### src/rtl/sdiv_unit_pkg.sv
// Shared definitions for the signed divider: FSM state encodings and default widths.
package sdiv_unit_pkg;

  localparam int SDIV_DATA_W_DEF = 8;
  localparam int SDIV_CNT_W_DEF  = 4;

  typedef enum logic [1:0] {
    SDIV_IDLE = 2'd0,
    SDIV_ITER = 2'd1,
    SDIV_SIGN = 2'd2
  } sdiv_state_e;

endpackage

### src/rtl/sdiv_step.sv
// One radix-2 restoring step: shift {prem, qreg} left, trial-subtract the divisor magnitude.
module sdiv_step #(
  parameter int DATA_W = 8
) (
  input  logic [DATA_W-1:0] prem_i,
  input  logic [DATA_W-1:0] qreg_i,
  input  logic [DATA_W-1:0] dmag_i,
  output logic [DATA_W-1:0] prem_o,
  output logic [DATA_W-1:0] qreg_o
);

  logic [DATA_W:0]   shifted;
  logic [DATA_W+1:0] trial;
  logic              unused_hi;

  assign shifted = {prem_i, qreg_i[DATA_W-1]};
  // Extra headroom bit so the borrow is visible even when shifted exceeds 2**DATA_W.
  assign trial   = {1'b0, shifted} - {2'b00, dmag_i};

  // The top bits only carry information when dividing by zero, whose result is overridden.
  assign unused_hi = ^{trial[DATA_W], shifted[DATA_W]};

  always_comb begin
    prem_o = shifted[DATA_W-1:0];
    qreg_o = {qreg_i[DATA_W-2:0], 1'b0};
    if (!trial[DATA_W+1]) begin
      prem_o = trial[DATA_W-1:0];
      qreg_o = {qreg_i[DATA_W-2:0], 1'b1};
    end
  end

endmodule

### src/rtl/sdiv_unit.sv
// Multi-cycle signed divider: restoring iteration on magnitudes, then one sign-fix cycle.
// Define SDIV_DIVZERO_TRAP_EN to add the sticky dz_trap output.
module sdiv_unit
  import sdiv_unit_pkg::*;
#(
  parameter int DATA_W = SDIV_DATA_W_DEF,
  parameter int CNT_W  = SDIV_CNT_W_DEF
) (
  input  logic              clk,
  input  logic              rst,
  input  logic              start,
  input  logic [DATA_W-1:0] dividend,
  input  logic [DATA_W-1:0] divisor,
  output logic              busy,
  output logic              done,
  output logic [DATA_W-1:0] quotient,
  output logic [DATA_W-1:0] remainder,
`ifdef SDIV_DIVZERO_TRAP_EN
  output logic              dz_trap,
`endif
  output logic              div_zero,
  output logic              ovf
);

  localparam logic [DATA_W-1:0] MinInt = {1'b1, {(DATA_W-1){1'b0}}};

  sdiv_state_e       state_q, state_d;
  logic [CNT_W-1:0]  cnt_q, cnt_d;
  logic [DATA_W-1:0] prem_q, prem_d, qreg_q, qreg_d, dmag_q, dmag_d, dvd_q, dvd_d;
  logic              negQuot_q, negQuot_d, negRem_q, negRem_d;
  logic              zero_q, zero_d, ovfHit_q, ovfHit_d;
  logic [DATA_W-1:0] quot_q, quot_d, rem_q, rem_d;
  logic              done_q, done_d, divZero_q, divZero_d, ovf_q, ovf_d;
  logic [DATA_W-1:0] stepPrem, stepQreg;

  sdiv_step #(.DATA_W(DATA_W)) u_step (
    .prem_i (prem_q),
    .qreg_i (qreg_q),
    .dmag_i (dmag_q),
    .prem_o (stepPrem),
    .qreg_o (stepQreg)
  );

  always_ff @(posedge clk or negedge rst) begin
    if (!rst) state_q <= SDIV_IDLE;
    else      state_q <= state_d;
  end

  always_comb begin
    state_d = state_q;
    unique case (state_q)
      SDIV_IDLE: if (start) state_d = SDIV_ITER;
      SDIV_ITER: if (cnt_q == CNT_W'(DATA_W - 1)) state_d = SDIV_SIGN;
      SDIV_SIGN: state_d = SDIV_IDLE;
      default:   state_d = SDIV_IDLE;
    endcase
  end

  always_comb begin
    busy = (state_q != SDIV_IDLE);
  end

  always_comb begin
    cnt_d     = cnt_q;
    prem_d    = prem_q;
    qreg_d    = qreg_q;
    dmag_d    = dmag_q;
    dvd_d     = dvd_q;
    negQuot_d = negQuot_q;
    negRem_d  = negRem_q;
    zero_d    = zero_q;
    ovfHit_d  = ovfHit_q;
    quot_d    = quot_q;
    rem_d     = rem_q;
    divZero_d = divZero_q;
    ovf_d     = ovf_q;
    done_d    = 1'b0;
    unique case (state_q)
      SDIV_IDLE: begin
        if (start) begin
          // Unsigned view of the negated MIN_INT is exactly its magnitude, so nothing is lost.
          qreg_d    = dividend[DATA_W-1] ? -dividend : dividend;
          dmag_d    = divisor[DATA_W-1] ? -divisor : divisor;
          dvd_d     = dividend;
          negQuot_d = dividend[DATA_W-1] ^ divisor[DATA_W-1];
          negRem_d  = dividend[DATA_W-1];
          zero_d    = (divisor == '0);
          ovfHit_d  = (dividend == MinInt) && (divisor == '1);
          prem_d    = '0;
          cnt_d     = '0;
        end
      end
      SDIV_ITER: begin
        prem_d = stepPrem;
        qreg_d = stepQreg;
        cnt_d  = cnt_q + 1'b1;
      end
      SDIV_SIGN: begin
        quot_d    = zero_q ? '1 : (negQuot_q ? -qreg_q : qreg_q);
        rem_d     = zero_q ? dvd_q : (negRem_q ? -prem_q : prem_q);
        divZero_d = zero_q;
        ovf_d     = ovfHit_q;
        done_d    = 1'b1;
      end
      default: ;
    endcase
  end

  always_ff @(posedge clk or negedge rst) begin
    if (!rst) begin
      cnt_q     <= '0;
      prem_q    <= '0;
      qreg_q    <= '0;
      dmag_q    <= '0;
      dvd_q     <= '0;
      negQuot_q <= 1'b0;
      negRem_q  <= 1'b0;
      zero_q    <= 1'b0;
      ovfHit_q  <= 1'b0;
      quot_q    <= '0;
      rem_q     <= '0;
      divZero_q <= 1'b0;
      ovf_q     <= 1'b0;
      done_q    <= 1'b0;
    end else begin
      cnt_q     <= cnt_d;
      prem_q    <= prem_d;
      qreg_q    <= qreg_d;
      dmag_q    <= dmag_d;
      dvd_q     <= dvd_d;
      negQuot_q <= negQuot_d;
      negRem_q  <= negRem_d;
      zero_q    <= zero_d;
      ovfHit_q  <= ovfHit_d;
      quot_q    <= quot_d;
      rem_q     <= rem_d;
      divZero_q <= divZero_d;
      ovf_q     <= ovf_d;
      done_q    <= done_d;
    end
  end

  assign done      = done_q;
  assign quotient  = quot_q;
  assign remainder = rem_q;
  assign div_zero  = divZero_q;
  assign ovf       = ovf_q;

`ifdef SDIV_DIVZERO_TRAP_EN
  logic dzTrap_q;

  // Sticky until reset so the core can OR it into its trap line at leisure.
  always_ff @(posedge clk or negedge rst) begin
    if (!rst)                                 dzTrap_q <= 1'b0;
    else if (state_q == SDIV_SIGN && zero_q)  dzTrap_q <= 1'b1;
  end

  assign dz_trap = dzTrap_q;
`endif

endmodule

### config.mk
export PLATFORM = sky130hd
export DESIGN_NAME = sdiv_unit
export DESIGN_NICKNAME = d
export VERILOG_FILES = /design/src/rtl/sdiv_unit_pkg.sv /design/src/rtl/sdiv_step.sv /design/src/rtl/sdiv_unit.sv
export SDC_FILE = /design/constraint.sdc
export NUM_CORES = 1
export LEC_CHECK = 0
export CORE_AREA = 3 3 87 89
export CTS_CLUSTER_SIZE = 24
export DETAILED_ROUTE_END_ITERATION = 16
export DIE_AREA = 0 0 90 92
export PLACE_DENSITY_LB_ADDON = 0.08
export SLEW_MARGIN = 20
export SYNTH_ARGS = -nofsm -noshare
export SYNTH_HDL_FRONTEND = slang
export SYNTH_SLANG_ARGS = --single-unit
### constraint.sdc
create_clock -name clk -period 2.2 [get_ports clk]
set_input_delay 0.66 -clock clk [delete_from_list [all_inputs] [get_ports clk]]
set_output_delay 0.66 -clock clk [all_outputs]
set_load 0.005 [all_outputs]
# After elaboration in Yosys (flattened, before gate mapping)
# Index checks and enable logic that the tools add are counted.
# word_totals
word_cells	55
register_bits	61
in_bits	19
# op_classes
n_mux	18
n_eq_ne	7
n_bitwise	1
add_sub_neg	6
reduce_logical	8
# ops
cell	n
2-to-1 mux 8 bit	9
negation 8 bit	4
one-hot mux 8 bit (2 select lines)	2
equality test 8 bit (second input constant)	2
subtractor 9 x 8 -> 10 bit	1
logical NOT 8 bit	1
one-hot mux 4 bit (2 select lines)	1
AND reduction 2 bit	3
adder 4 x 1 -> 4 bit (second input constant)	1
equality test 4 x 3 -> 1 bit (second input constant)	1
2-to-1 mux 2 bit	2
2-to-1 mux 4 bit	1
!= test 2 bit (second input constant)	2
one-hot mux 2 bit (2 select lines)	1
nonzero test 2 bit	2
equality test 2 x 1 -> 1 bit (second input constant)	1
equality test 2 bit (second input constant)	1
logical NOT 2 bit	1
2-to-1 mux 1 bit	2
logical AND 1 bit	1
bitwise XOR 1 bit	1

# Depth between registers and ports, before layout
# logic_depth
depth_word	4
depth_mapped	8
ltp_nobuf	8

# Modules after synthesis
# From an unflattened synthesis, not the netlist that was laid out.
# unflattened
hier_cells	386
area_unflattened_um2	3550.9
# by_module_without_submodules
mod	seq_area_each_um2	cells_per_inst	area_per_inst_um2	instances
sdiv_unit	1501.4	319	3001.6	1
sdiv_step	0.0	67	549.3	1

# Worst setup path before layout
# Ideal clock, no wire load.
# synth_path
kind	register to register
start	register qreg_q[7]
end	register prem_q[6]
setup_slack_ns	0.106
setup_ns	0.134
path_stages_with_launch	9
synth_period_minus_slack_ns	2.094
n_path_buf	0
t_arrival_ns	1.960
cell_sequence	dfrtp_1 inv_1 ha_1 fa_1 nor2b_1 o211ai_1 mux2_2 a2111oi_0 o21ai_1
# synth_between
elab_chain_len	3
# synth_lines
item	line_no	rtl
from (decl)	sdiv_unit.sv:29	logic [DATA_W-1:0] prem_q, prem_d, qreg_q, qreg_d, dmag_q, dmag_d, dvd_q, dvd_d;
from (signal assigned)	sdiv_unit.sv:128	qreg_q <= qreg_d;
subtractor 9 x 8 -> 10 bit	sdiv_step.sv:18	assign trial = {1'b0, shifted} - {2'b00, dmag_i};
2-to-1 mux 8 bit	sdiv_step.sv:26	if (!trial[DATA_W+1]) begin
one-hot mux 8 bit (2 select lines)	sdiv_unit.sv:78	unique case (state_q)
to (signal assigned)	sdiv_unit.sv:127	prem_q <= prem_d;
to (decl)	sdiv_unit.sv:29	
# Every way passes these cells.
# A chain may end at the register's enable or synchronous reset.

# Final worst setup path
# layout_path
start	register state_q[1]
end	output port busy
# layout_between
elab_chain_len	1
# layout_lines
item	line_no	rtl
from (decl)	sdiv_unit.sv:27	sdiv_state_e state_q, state_d;
from (signal assigned)	sdiv_unit.sv:46	else state_q <= state_d;
nonzero test 2 bit	sdiv_unit.sv:60	busy = (state_q != SDIV_IDLE);
to (decl)	sdiv_unit.sv:14	output logic busy,
# Every way passes these cells.

==> results.yml <==
status:
  status: "complete, no violations"
synthesis:
  synth_enable_flop_cells: 0
  synth_area_um2: 3452
  ys.flop_type: "dfrtp_1"
  syn-num-nets: 416
  yosysWarnings: 0
  async_flop_share_pct: 100.0
  seq_area_frac_synth_pct: 43.49
  synth.distinct_cells: 50
  synth_cells: 382
  synth-seq-cells: 60
  syn_avg_cell_area_um2: 9.037
finish:
  finalInstanceArea_um2: 4454
  fin_util_pct: 65.20
  insertedDiodeCount: 0
  syn_to_final_growth_pct: 29.03
  drive_above_1_share_pct: 14.81
  nNetsFinal: 488
sta:
  post-route-period-util_pct: 95.25
  hold_viol: 0
  slew_headroom_pct: 71.86
  max_clock_freq_ghz: 0.4772
  setup_viol: 0
  holdWs_ns: 0.3119
  slew_viol_final: 0
  min_period_ns: 2.096
  timing.final.ws_setup_ns: 0.1044
  rsz0062_at_grt: "false"
  tightest_slew_ns: 0.4216
  fin_skew_ns: 0.007929
hold_path:
  hold_class: "in2async"
route:
  drc: 0
  drt-met1-wl_mm: 3.710
  wl_met2_mm: 3.728
  num_vias: 2934
  route.met3.wl_um: 356
  drt-total-wl_mm: 7.926
  post_drt_wl_per_cell_um: 14.28
  post_drt_via_cell_ratio: 5.286
  dr.max_layer_used: "met4"
  drt-initial-drc-count: 134
  ant_nets: 0
  drt_pre_antenna_iters: 4
setup_path:
  arrival_ns: 1.44
  path_max_fanout: 2
  startpoint_type: "flop"
  crit_family: "buffers and inverters"
  slowest_delay_ns: 0.44
  crit_type: "reg2out"
  path_buf_inv: 1
  end_kind: "output pin"
  crit_chain: "or2_2, clkdlybuf4s50_1"
  slowest_stage: "clkdlybuf4s50_1"
  crit_required_ns: 1.54
clocking:
  clock_sinks: 60
  cts_root_buf: "clkbuf_8"
  clk_pin_slew_ns: 0.07
  clk_latency_ns: 0.34
  tritoncts: "done"
  cts_max_path_buffers: 2
  cts_buffers: 9
  htreeDepth: 3
die:
  dieArea_um2: 8280
  die_y_um: 92
  io_pins: 39
  die_w_um: 90
  coreArea_um2: 6832
  start_util_pct: 50.53
  rows: 30
power_and_ir_drop:
  ir_worst_vdd_uv: 928.1
  p_leak_uw: 0.001997
  p_per_area_nw_per_um2: 1443
global_routing:
  grt_max_degree: 61
  track_usage_pct: 20.40
  grt_pass1_wl_mm: 13.49
  grt_pass1_vias: 2880
  grt.overflow.total: 0
  antenna_found_initial: 0
placement:
  hpwl_mm: 5.953
  portBuffers: 38
  place_ws_ns: -0.1912
  dpl-instance-area_um2: 4198
  place_congestion: 0.8480
job:
  drv_cap: 0
[cells in the mapped netlist, types with 5 or more instances]
cell	count	area share, %
nor2_1	20	2.2
inv_1	19	2.1
nand2b_1	6	1.1
o21ai_1	19	2.8
nor2b_1	11	2.0
clkbuf_1	16	1.7
xor2_1	12	3.0
o21ai_0	20	2.9
dfrtp_1	60	43
ha_1	14	5.1
nand2_1	68	7.4
mux2i_1	7	2.0
a21oi_1	17	2.5
o31ai_1	9	2.0
a32oi_1	5	1.3
a22oi_1	5	1.1
xnor2_1	14	3.6
nand3_1	9	1.3
[placed cells by master (no fill, tap or decap), types with 4 or more instances in the layout]
master / synthesis / final
a21oi_1: 17 / 17
a22oi_1: 5 / 5
a32oi_1: 5 / 5
buf_4: 1 / 40
clkbuf_8: 0 / 10
clkdlybuf4s50_1: 0 / 37
dfrtp_1: 60 / 59
ha_1: 14 / 13
inv_1: 19 / 19
mux2i_1: 7 / 7
nand2_1: 68 / 68
nand2b_1: 6 / 6
nand3_1: 9 / 9
nor2_1: 20 / 20
nor2b_1: 11 / 10
o211ai_1: 4 / 4
o21ai_0: 20 / 20
o21ai_1: 19 / 19
o31ai_1: 9 / 9
xnor2_1: 14 / 14
xor2_1: 12 / 12
[sequential cells by signal, summed over array words and instances (netlist names), 2 cells and up]
signal and count:
dvd_q 8, quotient 8, state_q 2, dmag_q 8, qreg_q 8, prem_q 8
remainder 8, cnt_q 4
[worst reg2reg max path: stages, from the launching register on]
cell	delay, ns
dfrtp_1	0.35
inv_1	0.05
ha_2	0.19
fa_2	0.37
nor2b_2	0.13
o211ai_1	0.12
mux2_4	0.34
a2111oi_4	0.20
buf_4	0.16
o21ai_1	0.05
[worst paths after layout]
| check | cells past startpoint | slack (ns) | start | to |
|---|---|---|---|---|
| setup / recovery | 2 | 0.10 | state_q[1]$_DFFE_PN0P_ | busy |
| hold / removal | 2 | 0.31 | rst | remainder[6]$_DFFE_PN0P_ |
| hold reg to reg | 2 | 0.47 | quotient[5]$_DFFE_PN0P_ | quotient[5]$_DFFE_PN0P_ |
| max in group asynchronous | 2 | 1.59 | rst | state_q[1]$_DFFE_PN0P_ |
| min in group clk | 2 | 0.47 | quotient[5]$_DFFE_PN0P_ | quotient[5]$_DFFE_PN0P_ |
| setup reg to reg | 9 | 0.12 | qreg_q[7]$_DFFE_PN0P_ | prem_q[6]$_DFFE_PN0P_ |
[metrics by stage]
stage	power, uW	TNS, ns	std cells
2_1_floorplan	4002	0	382
3_5_place_dp	5189	-0.2967	538
6_report	6430	0	555
3_3_place_gp	5096	-0.2842	538
4_1_cts	6362	0	555
5_1_grt	6977	0	555
[kinds of logic after synthesis]
group | Yosys count | synth area share, %
buffers and inverters | 38 | 4.458
muxes | 8 | 2.356
and+or+nand+nor | 139 | 19.17
AOI/OAI and AO/OA | 96 | 18.27
DFF | 60 | 43.49
xor gates and xnor gates | 26 | 6.597
adders and majority gates | 15 | 5.654
[metal layers]
layer	global-route usage, %	up-vias
li1	-	1490
met4	7.908	0
met1	27.41	1351
met5	0	-
met3	4.020	13
met2	32.61	80
[final cells by class]
class	instances	area, um^2
Clock inverter	4	72.57
Tap cell	96	120.1
Sequential cell	60	1503
Inverter	19	71.32
Multi-Input combinational cell	284	1827
Timing Repair Buffer	80	715.7
Fill cell	583	2377
Clock buffer	12	145.1
[power by group]
part	total, uW	switching (uW)	internal, uW
Clock	1100	431	668
Sequential	1920	364	1560
Combinational	3410	1710	1700
[repair_timing]
| action | CTS | global route |
|---|---|---|
| pin swaps | 0 | 3 |
| gates resized for setup | 5 | 3 |
| setup endpoints to repair | 2 | 1 |
| setup buffers | 1 | 0 |
| hold buffers | 0 | 0 |
Note: power is estimated with default switching activity, not from simulation.
